===== config.mk =====
export PLATFORM = sky130hd
export DESIGN_NAME = axi_xbar_flat
export DESIGN_NICKNAME = d
export VERILOG_FILES = /design/src/rtl/axi_xbar_if.sv /design/src/rtl/axi_xbar.sv /design/src/flat_wrapper.sv
export SDC_FILE = /design/constraint.sdc
export NUM_CORES = 1
export LEC_CHECK = 0
export BUFFER_PORTS_ARGS = -buffer_cell sky130_fd_sc_hd__buf_2
export CAP_MARGIN = 0
export CORE_AREA = 2 2 175 177
export DETAILED_ROUTE_END_ITERATION = 10
export DIE_AREA = 0 0 177 179
export GPL_TIMING_DRIVEN = 0
export PLACE_DENSITY_LB_ADDON = 0.08
export SETUP_SLACK_MARGIN = 0.05
export SLEW_MARGIN = 0
export SYNTH_ARGS = -nofsm -noshare
export SYNTH_HDL_FRONTEND = slang
export SYNTH_SLANG_ARGS = --single-unit

===== constraint.sdc =====
create_clock -name clk -period 6 [get_ports clk]
set_clock_uncertainty 0.2 [all_clocks]
set_input_delay 0.9 -clock clk [delete_from_list [all_inputs] [get_ports clk]]
set_output_delay 0.9 -clock clk [all_outputs]
set_load 0.05 [all_outputs]

===== src/rtl/axi_xbar_if.sv =====
// AXI4-Lite channel bundle shared by the crossbar's upstream and downstream sides.
// master drives valids and request payload; slave drives readies and responses.
interface axi_xbar_if;
   logic        arvalid;
   logic        arready;
   logic [31:0] araddr;
   logic        rvalid;
   logic        rready;
   logic [31:0] rdata;
   logic        rresp;
   logic        awvalid;
   logic        awready;
   logic [31:0] awaddr;
   logic        wvalid;
   logic        wready;
   logic [31:0] wdata;
   logic [7:0]  wmask;
   logic        bvalid;
   logic        bready;
   logic        bresp;

   modport master (
      output arvalid, araddr, rready,
      output awvalid, awaddr, wvalid, wdata, wmask, bready,
      input  arready, rvalid, rdata, rresp,
      input  awready, wready, bvalid, bresp
   );

   modport slave (
      input  arvalid, araddr, rready,
      input  awvalid, awaddr, wvalid, wdata, wmask, bready,
      output arready, rvalid, rdata, rresp,
      output awready, wready, bvalid, bresp
   );
endinterface


===== src/rtl/axi_xbar.sv =====
// AXI4-Lite 1-to-2 crossbar: s0 = main SRAM, s1 = device region, misses
// answered locally with an error response. One outstanding op per path.
module axi_xbar #(
   parameter logic [31:0] S0_BASE = 32'h8000_0000,
   parameter logic [31:0] S0_SIZE = 32'h0800_0000,
   parameter logic [31:0] S1_BASE = 32'ha000_0000,
   parameter logic [31:0] S1_SIZE = 32'h0001_0000
) (
   input  logic       clk,
   input  logic       reset,
   axi_xbar_if.slave  m,
   axi_xbar_if.master s0,
   axi_xbar_if.master s1
);
   typedef enum logic [1:0] {SEL_S0, SEL_S1, SEL_ERR} sel_e;
   typedef enum logic {R_IDLE, R_BUSY} rstate_e;
   typedef enum logic [1:0] {W_IDLE, W_DATA, W_RESP} wstate_e;

   // Offset compare keeps the hit test correct even if base+size wraps.
   function automatic sel_e decode(input logic [31:0] a);
      if (a >= S0_BASE && (a - S0_BASE) < S0_SIZE) return SEL_S0;
      if (a >= S1_BASE && (a - S1_BASE) < S1_SIZE) return SEL_S1;
      return SEL_ERR;
   endfunction

   rstate_e r_rstate;
   wstate_e r_wstate;
   sel_e    r_rsel;
   sel_e    r_wsel;
   sel_e    w_rdec;
   sel_e    w_wdec;
   sel_e    w_wtgt;
   logic    w_tawr;
   logic    w_twr;
   logic    w_fwdw;

   assign w_rdec = decode(m.araddr);
   assign w_wdec = decode(m.awaddr);
   assign w_wtgt = (r_wstate == W_IDLE) ? w_wdec : r_wsel;

   assign s0.araddr = m.araddr;
   assign s1.araddr = m.araddr;
   assign s0.awaddr = m.awaddr;
   assign s1.awaddr = m.awaddr;
   assign s0.wdata  = m.wdata;
   assign s1.wdata  = m.wdata;
   assign s0.wmask  = m.wmask;
   assign s1.wmask  = m.wmask;

   always_comb begin
      s0.arvalid = 1'b0;
      s1.arvalid = 1'b0;
      s0.rready  = 1'b0;
      s1.rready  = 1'b0;
      m.arready  = 1'b0;
      m.rvalid   = 1'b0;
      m.rdata    = '0;
      m.rresp    = 1'b0;
      if (r_rstate == R_IDLE) begin
         unique case (w_rdec)
            SEL_S0: begin
               s0.arvalid = m.arvalid;
               m.arready  = m.arvalid && s0.arready;
            end
            SEL_S1: begin
               s1.arvalid = m.arvalid;
               m.arready  = m.arvalid && s1.arready;
            end
            default: m.arready = m.arvalid;
         endcase
      end else begin
         unique case (r_rsel)
            SEL_S0: begin
               m.rvalid  = s0.rvalid;
               m.rdata   = s0.rdata;
               m.rresp   = s0.rresp;
               s0.rready = m.rready;
            end
            SEL_S1: begin
               m.rvalid  = s1.rvalid;
               m.rdata   = s1.rdata;
               m.rresp   = s1.rresp;
               s1.rready = m.rready;
            end
            default: begin
               m.rvalid = 1'b1;
               m.rresp  = 1'b1;
            end
         endcase
      end
   end

   always_comb begin
      w_tawr = 1'b1;
      w_twr  = 1'b1;
      unique case (w_wtgt)
         SEL_S0: begin
            w_tawr = s0.awready;
            w_twr  = s0.wready;
         end
         SEL_S1: begin
            w_tawr = s1.awready;
            w_twr  = s1.wready;
         end
         default: ;
      endcase
   end

   // W only travels once its AW is present or already accepted.
   always_comb begin
      w_fwdw    = 1'b0;
      m.awready = 1'b0;
      m.wready  = 1'b0;
      m.bvalid  = 1'b0;
      m.bresp   = 1'b0;
      s0.bready = 1'b0;
      s1.bready = 1'b0;
      unique case (r_wstate)
         W_IDLE: begin
            w_fwdw    = m.wvalid && m.awvalid;
            m.awready = m.awvalid && w_tawr;
            m.wready  = m.awvalid && m.wvalid && w_twr;
         end
         W_DATA: begin
            w_fwdw   = m.wvalid;
            m.wready = m.wvalid && w_twr;
         end
         W_RESP: begin
            unique case (r_wsel)
               SEL_S0: begin
                  m.bvalid  = s0.bvalid;
                  m.bresp   = s0.bresp;
                  s0.bready = m.bready;
               end
               SEL_S1: begin
                  m.bvalid  = s1.bvalid;
                  m.bresp   = s1.bresp;
                  s1.bready = m.bready;
               end
               default: begin
                  m.bvalid = 1'b1;
                  m.bresp  = 1'b1;
               end
            endcase
         end
         default: ;
      endcase
   end

   assign s0.awvalid = (r_wstate == W_IDLE) && (w_wtgt == SEL_S0) && m.awvalid;
   assign s1.awvalid = (r_wstate == W_IDLE) && (w_wtgt == SEL_S1) && m.awvalid;
   assign s0.wvalid  = (w_wtgt == SEL_S0) && w_fwdw;
   assign s1.wvalid  = (w_wtgt == SEL_S1) && w_fwdw;

   always_ff @(posedge clk) begin
      if (reset) begin
         r_rstate <= R_IDLE;
         r_rsel   <= SEL_S0;
         r_wstate <= W_IDLE;
         r_wsel   <= SEL_S0;
      end else begin
         unique case (r_rstate)
            R_IDLE:
               if (m.arvalid && m.arready) begin
                  r_rsel   <= w_rdec;
                  r_rstate <= R_BUSY;
               end
            default:
               if (m.rvalid && m.rready) r_rstate <= R_IDLE;
         endcase
         unique case (r_wstate)
            W_IDLE:
               if (m.awvalid && m.awready) begin
                  r_wsel   <= w_wdec;
                  r_wstate <= (m.wvalid && m.wready) ? W_RESP : W_DATA;
               end
            W_DATA:
               if (m.wvalid && m.wready) r_wstate <= W_RESP;
            W_RESP:
               if (m.bvalid && m.bready) r_wstate <= W_IDLE;
            default: r_wstate <= W_IDLE;
         endcase
      end
   end
endmodule


===== src/flat_wrapper.sv =====
// flat-port wrapper written by rule: the top's interface ports become plain ports
module axi_xbar_flat 
#(
   parameter logic [31:0] S0_BASE = 32'h8000_0000,
   parameter logic [31:0] S0_SIZE = 32'h0800_0000,
   parameter logic [31:0] S1_BASE = 32'ha000_0000,
   parameter logic [31:0] S1_SIZE = 32'h0001_0000
)
  (clk, reset, m_arvalid, m_araddr, m_rready, m_awvalid, m_awaddr, m_wvalid, m_wdata, m_wmask, m_bready, m_arready, m_rvalid, m_rdata, m_rresp, m_awready, m_wready, m_bvalid, m_bresp, s0_arvalid, s0_araddr, s0_rready, s0_awvalid, s0_awaddr, s0_wvalid, s0_wdata, s0_wmask, s0_bready, s0_arready, s0_rvalid, s0_rdata, s0_rresp, s0_awready, s0_wready, s0_bvalid, s0_bresp, s1_arvalid, s1_araddr, s1_rready, s1_awvalid, s1_awaddr, s1_wvalid, s1_wdata, s1_wmask, s1_bready, s1_arready, s1_rvalid, s1_rdata, s1_rresp, s1_awready, s1_wready, s1_bvalid, s1_bresp);
  axi_xbar_if m_i ();
  axi_xbar_if s0_i ();
  axi_xbar_if s1_i ();
  input  logic clk;
  input  logic reset;
  input wire logic [$bits(m_i.arvalid)-1:0] m_arvalid;
  input wire logic [$bits(m_i.araddr)-1:0] m_araddr;
  input wire logic [$bits(m_i.rready)-1:0] m_rready;
  input wire logic [$bits(m_i.awvalid)-1:0] m_awvalid;
  input wire logic [$bits(m_i.awaddr)-1:0] m_awaddr;
  input wire logic [$bits(m_i.wvalid)-1:0] m_wvalid;
  input wire logic [$bits(m_i.wdata)-1:0] m_wdata;
  input wire logic [$bits(m_i.wmask)-1:0] m_wmask;
  input wire logic [$bits(m_i.bready)-1:0] m_bready;
  output wire logic [$bits(m_i.arready)-1:0] m_arready;
  output wire logic [$bits(m_i.rvalid)-1:0] m_rvalid;
  output wire logic [$bits(m_i.rdata)-1:0] m_rdata;
  output wire logic [$bits(m_i.rresp)-1:0] m_rresp;
  output wire logic [$bits(m_i.awready)-1:0] m_awready;
  output wire logic [$bits(m_i.wready)-1:0] m_wready;
  output wire logic [$bits(m_i.bvalid)-1:0] m_bvalid;
  output wire logic [$bits(m_i.bresp)-1:0] m_bresp;
  output wire logic [$bits(s0_i.arvalid)-1:0] s0_arvalid;
  output wire logic [$bits(s0_i.araddr)-1:0] s0_araddr;
  output wire logic [$bits(s0_i.rready)-1:0] s0_rready;
  output wire logic [$bits(s0_i.awvalid)-1:0] s0_awvalid;
  output wire logic [$bits(s0_i.awaddr)-1:0] s0_awaddr;
  output wire logic [$bits(s0_i.wvalid)-1:0] s0_wvalid;
  output wire logic [$bits(s0_i.wdata)-1:0] s0_wdata;
  output wire logic [$bits(s0_i.wmask)-1:0] s0_wmask;
  output wire logic [$bits(s0_i.bready)-1:0] s0_bready;
  input wire logic [$bits(s0_i.arready)-1:0] s0_arready;
  input wire logic [$bits(s0_i.rvalid)-1:0] s0_rvalid;
  input wire logic [$bits(s0_i.rdata)-1:0] s0_rdata;
  input wire logic [$bits(s0_i.rresp)-1:0] s0_rresp;
  input wire logic [$bits(s0_i.awready)-1:0] s0_awready;
  input wire logic [$bits(s0_i.wready)-1:0] s0_wready;
  input wire logic [$bits(s0_i.bvalid)-1:0] s0_bvalid;
  input wire logic [$bits(s0_i.bresp)-1:0] s0_bresp;
  output wire logic [$bits(s1_i.arvalid)-1:0] s1_arvalid;
  output wire logic [$bits(s1_i.araddr)-1:0] s1_araddr;
  output wire logic [$bits(s1_i.rready)-1:0] s1_rready;
  output wire logic [$bits(s1_i.awvalid)-1:0] s1_awvalid;
  output wire logic [$bits(s1_i.awaddr)-1:0] s1_awaddr;
  output wire logic [$bits(s1_i.wvalid)-1:0] s1_wvalid;
  output wire logic [$bits(s1_i.wdata)-1:0] s1_wdata;
  output wire logic [$bits(s1_i.wmask)-1:0] s1_wmask;
  output wire logic [$bits(s1_i.bready)-1:0] s1_bready;
  input wire logic [$bits(s1_i.arready)-1:0] s1_arready;
  input wire logic [$bits(s1_i.rvalid)-1:0] s1_rvalid;
  input wire logic [$bits(s1_i.rdata)-1:0] s1_rdata;
  input wire logic [$bits(s1_i.rresp)-1:0] s1_rresp;
  input wire logic [$bits(s1_i.awready)-1:0] s1_awready;
  input wire logic [$bits(s1_i.wready)-1:0] s1_wready;
  input wire logic [$bits(s1_i.bvalid)-1:0] s1_bvalid;
  input wire logic [$bits(s1_i.bresp)-1:0] s1_bresp;
  assign m_i.arvalid = m_arvalid;
  assign m_i.araddr = m_araddr;
  assign m_i.rready = m_rready;
  assign m_i.awvalid = m_awvalid;
  assign m_i.awaddr = m_awaddr;
  assign m_i.wvalid = m_wvalid;
  assign m_i.wdata = m_wdata;
  assign m_i.wmask = m_wmask;
  assign m_i.bready = m_bready;
  assign m_arready = m_i.arready;
  assign m_rvalid = m_i.rvalid;
  assign m_rdata = m_i.rdata;
  assign m_rresp = m_i.rresp;
  assign m_awready = m_i.awready;
  assign m_wready = m_i.wready;
  assign m_bvalid = m_i.bvalid;
  assign m_bresp = m_i.bresp;
  assign s0_arvalid = s0_i.arvalid;
  assign s0_araddr = s0_i.araddr;
  assign s0_rready = s0_i.rready;
  assign s0_awvalid = s0_i.awvalid;
  assign s0_awaddr = s0_i.awaddr;
  assign s0_wvalid = s0_i.wvalid;
  assign s0_wdata = s0_i.wdata;
  assign s0_wmask = s0_i.wmask;
  assign s0_bready = s0_i.bready;
  assign s0_i.arready = s0_arready;
  assign s0_i.rvalid = s0_rvalid;
  assign s0_i.rdata = s0_rdata;
  assign s0_i.rresp = s0_rresp;
  assign s0_i.awready = s0_awready;
  assign s0_i.wready = s0_wready;
  assign s0_i.bvalid = s0_bvalid;
  assign s0_i.bresp = s0_bresp;
  assign s1_arvalid = s1_i.arvalid;
  assign s1_araddr = s1_i.araddr;
  assign s1_rready = s1_i.rready;
  assign s1_awvalid = s1_i.awvalid;
  assign s1_awaddr = s1_i.awaddr;
  assign s1_wvalid = s1_i.wvalid;
  assign s1_wdata = s1_i.wdata;
  assign s1_wmask = s1_i.wmask;
  assign s1_bready = s1_i.bready;
  assign s1_i.arready = s1_arready;
  assign s1_i.rvalid = s1_rvalid;
  assign s1_i.rdata = s1_rdata;
  assign s1_i.rresp = s1_rresp;
  assign s1_i.awready = s1_awready;
  assign s1_i.wready = s1_wready;
  assign s1_i.bvalid = s1_bvalid;
  assign s1_i.bresp = s1_bresp;
  axi_xbar #(.S0_BASE(S0_BASE), .S0_SIZE(S0_SIZE), .S1_BASE(S1_BASE), .S1_SIZE(S1_SIZE)) u_core (.clk(clk), .reset(reset), .m(m_i), .s0(s0_i), .s1(s1_i));
endmodule

# --- Yosys cells after proc, flatten, opt, wreduce, memory -nomap -nowiden ---
# Cells that the tools add are included.
classes:
  add_sub_neg: 4
  n_lt_le_gt_ge: 8
  n_eq_ne: 9
  mux: 52
  bitwise_logic: 1
  reduce_logical: 29
ops:
  columns: ["op", "count"]
  rows:
  - ["$ge 32x32->1 const B", 4]
  - ["$sub 32x32->32 const B", 4]
  - ["$lt 32x17->1 const B", 2]
  - ["$lt 32x28->1 const B", 2]
  - ["$pmux 32 s2", 1]
  - ["$mux 32", 1]
  - ["$mux 1", 27]
  - ["$mux 2", 13]
  - ["$logic_and 1x1->1", 21]
  - ["$pmux 1 s2", 9]
  - ["$eq 2x1->1 const B", 5]
  - ["$logic_not 2->1", 5]
  - ["$pmux 2 s3", 1]
  - ["$ne 2x1->1 const B", 2]
  - ["$reduce_and 2->1", 2]
  - ["$reduce_and 3->1", 1]
  - ["$eq 2x2->1 const B", 1]
  - ["$ne 2x2->1 const B", 1]
  - ["$not 1->1", 1]
totals:
  regBits: 7
  input_bits: 189
  out_inout_bits: 257

# --- Depth between registers and ports, before layout ---
depth:
  ltp_word: 16
  depth_mapped: 8
  mapped_depth_nobuf: 8

# --- Least setup slack after synthesis ---
# OpenSTA, ideal clock, no wires.
synth_path:
  path_type: "input to output"
  startpoint: "in m_awaddr[30]"
  endpoint: "out s1_awvalid"
  t_arrival_ns: 2.908
  slack_ns: 1.992
  stages: 7
  path_buffers: 0
  cell_sequence: "inv_1 -> ha_1 -> or4b_4 -> nor4_2 -> and4_2 -> nand2_1 -> nor2_1"
synth_via:
  elab_chain_len: 11
  word_cells_on_any_way: 18
  cone_classes: "add/sub (2); order compare (4); eq/ne (1); mux (7); reduce/logical (4)"
synth_lines:
  columns: ["item", "line", "rtl"]
  rows:
  - ["start: declaration", "flat_wrapper.sv:19", "input wire logic [$bits(m_i.awaddr)-1:0] m_awaddr;"]
  - ["$sub 32x32->32", "axi_xbar.sv:22", "if (a >= S1_BASE && (a - S1_BASE) < S1_SIZE) return SEL_S1;"]
  - ["$lt 32x17->1", "axi_xbar.sv:22", null]
  - ["$logic_and 1x1->1", "axi_xbar.sv:22", null]
  - ["$mux 1 (2 in series)", "axi_xbar.sv:22", null]
  - ["$mux 2", "axi_xbar.sv:23", "return SEL_ERR;"]
  - ["$mux 2 *", "axi_xbar.sv:22", null]
  - ["$mux 2 *", "axi_xbar.sv:39", "assign w_wtgt = (r_wstate == W_IDLE) ? w_wdec : r_wsel;"]
  - ["$eq 2x1->1 *", "axi_xbar.sv:151", "assign s1.awvalid = (r_wstate == W_IDLE) && (w_wtgt == SEL_S1) && m.awvalid;"]
  - ["$logic_and 1x1->1 * (2 in series)", "axi_xbar.sv:151", null]
  - ["end: declaration", "flat_wrapper.sv:52", "output wire logic [$bits(s1_i.awvalid)-1:0] s1_awvalid;"]
# Every way passes the cells marked *; elsewhere a longest branch is shown, timed or not. The select of a mux whose other input is x is not followed.

# --- Worst setup path after layout ---
layout_path:
  startpoint: "in m_awaddr[29]"
  endpoint: "out m_awready"
layout_via:
  elab_chain_len: 12
  word_cells_on_any_way: 20
  cone_classes: "add/sub (2); order compare (4); eq/ne (1); mux (9); reduce/logical (4)"
layout_lines:
  columns: ["item", "line", "rtl"]
  rows:
  - ["$sub 32x32->32", "axi_xbar.sv:22", null]
  - ["$lt 32x17->1", "axi_xbar.sv:22", null]
  - ["$logic_and 1x1->1", "axi_xbar.sv:22", null]
  - ["$mux 1 (2 in series)", "axi_xbar.sv:22", null]
  - ["$mux 2", "axi_xbar.sv:23", null]
  - ["$mux 2 *", "axi_xbar.sv:22", null]
  - ["$mux 2 *", "axi_xbar.sv:39", null]
  - ["$eq 2x1->1 or $logic_not 2->1 (tied branches)", "axi_xbar.sv:96", "unique case (w_wtgt)"]
  - ["$pmux 1 s2 *", "axi_xbar.sv:96", null]
  - ["$logic_and 1x1->1 *", "axi_xbar.sv:121", "m.awready = m.awvalid && w_tawr;"]
  - ["$mux 1 *", "axi_xbar.sv:118", "unique case (r_wstate)"]
  - ["end: declaration", "flat_wrapper.sv:28", "output wire logic [$bits(m_i.awready)-1:0] m_awready;"]
# Marked as above.

==> results.txt <==
Clk sinks = 7
Horiz. Die Dim = 177 um
Ratio of cells with drive above 1 in the final layout = 77.26%
Peak supply drop = 0.00007585 V
Hold endpoint = u_core.r_rsel[1]$_SDFFE_PP0P_
Diodes inserted = 0
Crit start category = primary input
# nets final = 982
Number of buffers added for setup after CTS = 0
Global-route wire length before repair = 18090 um
Hold Crit Start = u_core.r_rsel[1]$_SDFFE_PP0P_
HP Class = register to register
Post-synth EDFFs = 0
Hold_buf cts = 0
Routed Antenna Nets = 0
Total Wirelength = 13210 um
RR Startpoint = u_core.r_wstate[1]$_SDFFE_PP0P_
CP Launch Point = m_awaddr[29]
Leak = 3.071 nW
Die footprint = 31680 sq um
Max Slew Vio Count = 0
Worst hold stages = 2
Syn nets = 589
Largest family of logic cells by synthesized area = buffers and inverters
Vias per cell = 3.097
Ys async rst share = 0%
# setup viols final = 0
CTS tree = done
Ys flop type = dfxtp_1
Synth Area in Simple Gates = 15.81%
Met1 GRT Util = 7.332%
Mapped cell area = 2882 sq um
Largest net degree at the start of global routing = 11
Cells after Synth = 395
Area growth syn-to-layout = 87.32%
XOR/XNOR Fraction of Synth Area = 0.3040%
Vias in the first global route = 3369
Post-CTS resize count = 0
Unique masters post-synth = 45
P per Cell Area = 159.6 nW/um^2
Final Hold Viols = 0
RSZ-0062 raised after global routing = no
Initial Utilization = 9.596%
DP Worst Slack = 1731 ps
Req. time, crit path = 4900 ps
H-tree levels = 1
GP Congestion = 0.6967
Total negative slack = 0 ps
Die Height = 179 um
GR peak layer = met2
Compound-Gate Fraction of Synth Area = 7.903%
# DRC = 0
Hold WS = 344.5 ps
Fin crit share = 69.55%
Initial antenna violation count = 0
Slew @ Worst Pin = 759.6 ps
#FFs+latches synth = 7
Crit path DAT = 3070 ps
Grt met2 use = 14.56%
Routed via count = 3664
Row cnt = 64
Total grt overflow = 0
Worst setup margin = 1827 ps
Max Cap Viol = 0
DRT iter0 DRCs = 56
Wire per inst = 11.17 um
TritonRoute pass-1 iters = 4
Post-synthesis mux area share = 11.90%
Status = finished, final reports clean
Seq/Total Area, Yosys = 4.863%
Hpwl dp = 12190 um
Root buffer cell = clkbuf_16
Crit path capture type = output port
Fillers = 3485
Post-Synth Adder-Cell Area = 2.171%
Max clock buf depth = 2
Syn_area_per_cell = 7.295 sq um
Total GRT Usage = 7.226%
Met3 usage = 2.735%
Worst-path clk slew = 40 ps
TritonCTS buffer count = 3
Reg2Reg Depth = 6
Core ar. = 30030 sq um
R2R setup slack = 3830 ps
RR Endpoint = u_core.r_wstate[0]$_SDFFE_PP0P_
Min cycle time layout = 4173 ps
CP max FO = 6
Yosys warns = 0
Critical path class = primary input to output port
Clk_lat worst skew = 230 ps
Post-layout util = 17.97%
Relative slew slack = 49.36%
Port bufs = 388
Fmax = 0.2396 GHz
I/O Pins = 446
-- synth_stat cells, types with 2 or more instances --
| cell type | instances | area (sq um) |
|---|---|---|
| nor2b_1 | 5 | 31.28 |
| a2111oi_0 | 2 | 17.52 |
| nand2_1 | 4 | 15.01 |
| nor3b_1 | 5 | 37.54 |
| inv_1 | 9 | 33.78 |
| a21oi_1 | 8 | 40.04 |
| buf_1 | 3 | 11.26 |
| clkbuf_1 | 9 | 33.78 |
| mux2_2 | 2 | 22.52 |
| buf_4 | 208 | 1562 |
| nor2_1 | 41 | 153.9 |
| nor4_1 | 4 | 25.02 |
| and2_1 | 2 | 12.51 |
| nor3_1 | 5 | 25.02 |
| ha_1 | 5 | 62.56 |
| nand4_1 | 2 | 12.51 |
| a211oi_1 | 3 | 22.52 |
| nand3_1 | 3 | 15.01 |
| a31oi_1 | 2 | 12.51 |
| mux2i_1 | 32 | 320.3 |
| o21a_1 | 4 | 30.03 |
| nor4b_1 | 3 | 26.28 |
| o21ai_0 | 5 | 25.02 |
| nand2b_1 | 2 | 12.51 |
| dfxtp_1 | 7 | 140.1 |
-- kinds of logic after synthesis --
group                    after synthesis
buffers and inverters                230
AND/OR/NAND/NOR                       85
XOR/XNOR                               1
flip-flops                             7
multiplexers                          34
adder cells (fa/ha/maj)                5
AO/OA/AOI/OAI                         33
-- final cells by class --
type | count | area [sq um] | area share [%]
inverters | 10 | 37.54 | 0.6954
plain buffers | 220 | 1607 | 29.76
well taps | 396 | 495.5 | 9.179
clock buffers | 4 | 78.83 | 1.460
repair buffers | 388 | 1942 | 35.98
flip-flops and latches | 7 | 140.1 | 2.596
multi-input cells | 158 | 1097 | 20.33
-- registers in the layout, summed over array words and instances, names as in the netlist --
name and flops:
u_core.r_rsel 2, u_core.r_rstate 1, u_core.r_wsel 2, u_core.r_wstate 2
-- how the worst max path moves through the flow --
stage | endpoint | cells after the start
4_1_cts | m_arready | 9
6_report | m_awready | 9
3_3_place_gp | m_arready | 9
5_1_grt | m_arready | 9
3_5_place_dp | m_arready | 9
2_1_floorplan | s1_awvalid | 7
-- critical path: stages --
cell and delay, ps:
buf_2 140, inv_1 90, ha_1 280, or4b_4 450
nor4_2 230, or4b_1 470, o21ai_2 230, inv_2 60
buf_2 220
-- routing by layer --
| metal | part of all wire, % | wire length (um) | vias up |
|---|---|---|---|
| met4 | 0 | 0 | 0 |
| li1 | - | - | 1882 |
| met1 | 34 | 4478 | 1551 |
| met5 | 0 | 0 | - |
| met2 | 54 | 7093 | 231 |
| met3 | 12 | 1638 | 0 |
-- stage by stage --
step                power [mW]  std cells  instance area (sq um)
floorplan               0.5878        395                   2882
finish                  0.8617       1183                   5398
global route            0.9116       1183                   5398
CTS                     0.8751       1183                   5398
detailed placement      0.7551       1179                   5319
global placement        0.7613       1179                   5319
-- where the power goes --
| group | total (mW) | internal, mW | switching (mW) |
|---|---|---|---|
| clock | 0.115 | 0.0885 | 0.0262 |
| sequential | 0.0584 | 0.0530 | 0.00543 |
| combinational | 0.688 | 0.215 | 0.474 |
| total | 0.862 | 0.356 | 0.505 |
-- cell usage in the layout, fill, tap and decap left out, types with 2 or more instances in the layout --
master	Yosys	routed
ha_1	5	5
clkbuf_1	9	10
and2_1	2	2
clkbuf_16	0	3
nor4b_1	3	3
buf_4	208	208
mux2_2	2	2
nor2b_1	5	5
nor4_1	4	4
a211oi_1	3	3
a31oi_1	2	2
a21oi_1	8	8
o21a_1	4	4
nand2_1	4	4
nor2_1	41	41
a2111oi_0	2	2
buf_2	0	388
nand4_1	2	2
nand3_1	3	3
buf_1	3	3
nor3b_1	5	5
dfxtp_1	7	7
o21ai_0	5	5
nand2b_1	2	2
inv_1	9	9
nor3_1	5	5
mux2i_1	32	32
Power figures use the tool's default switching activity.
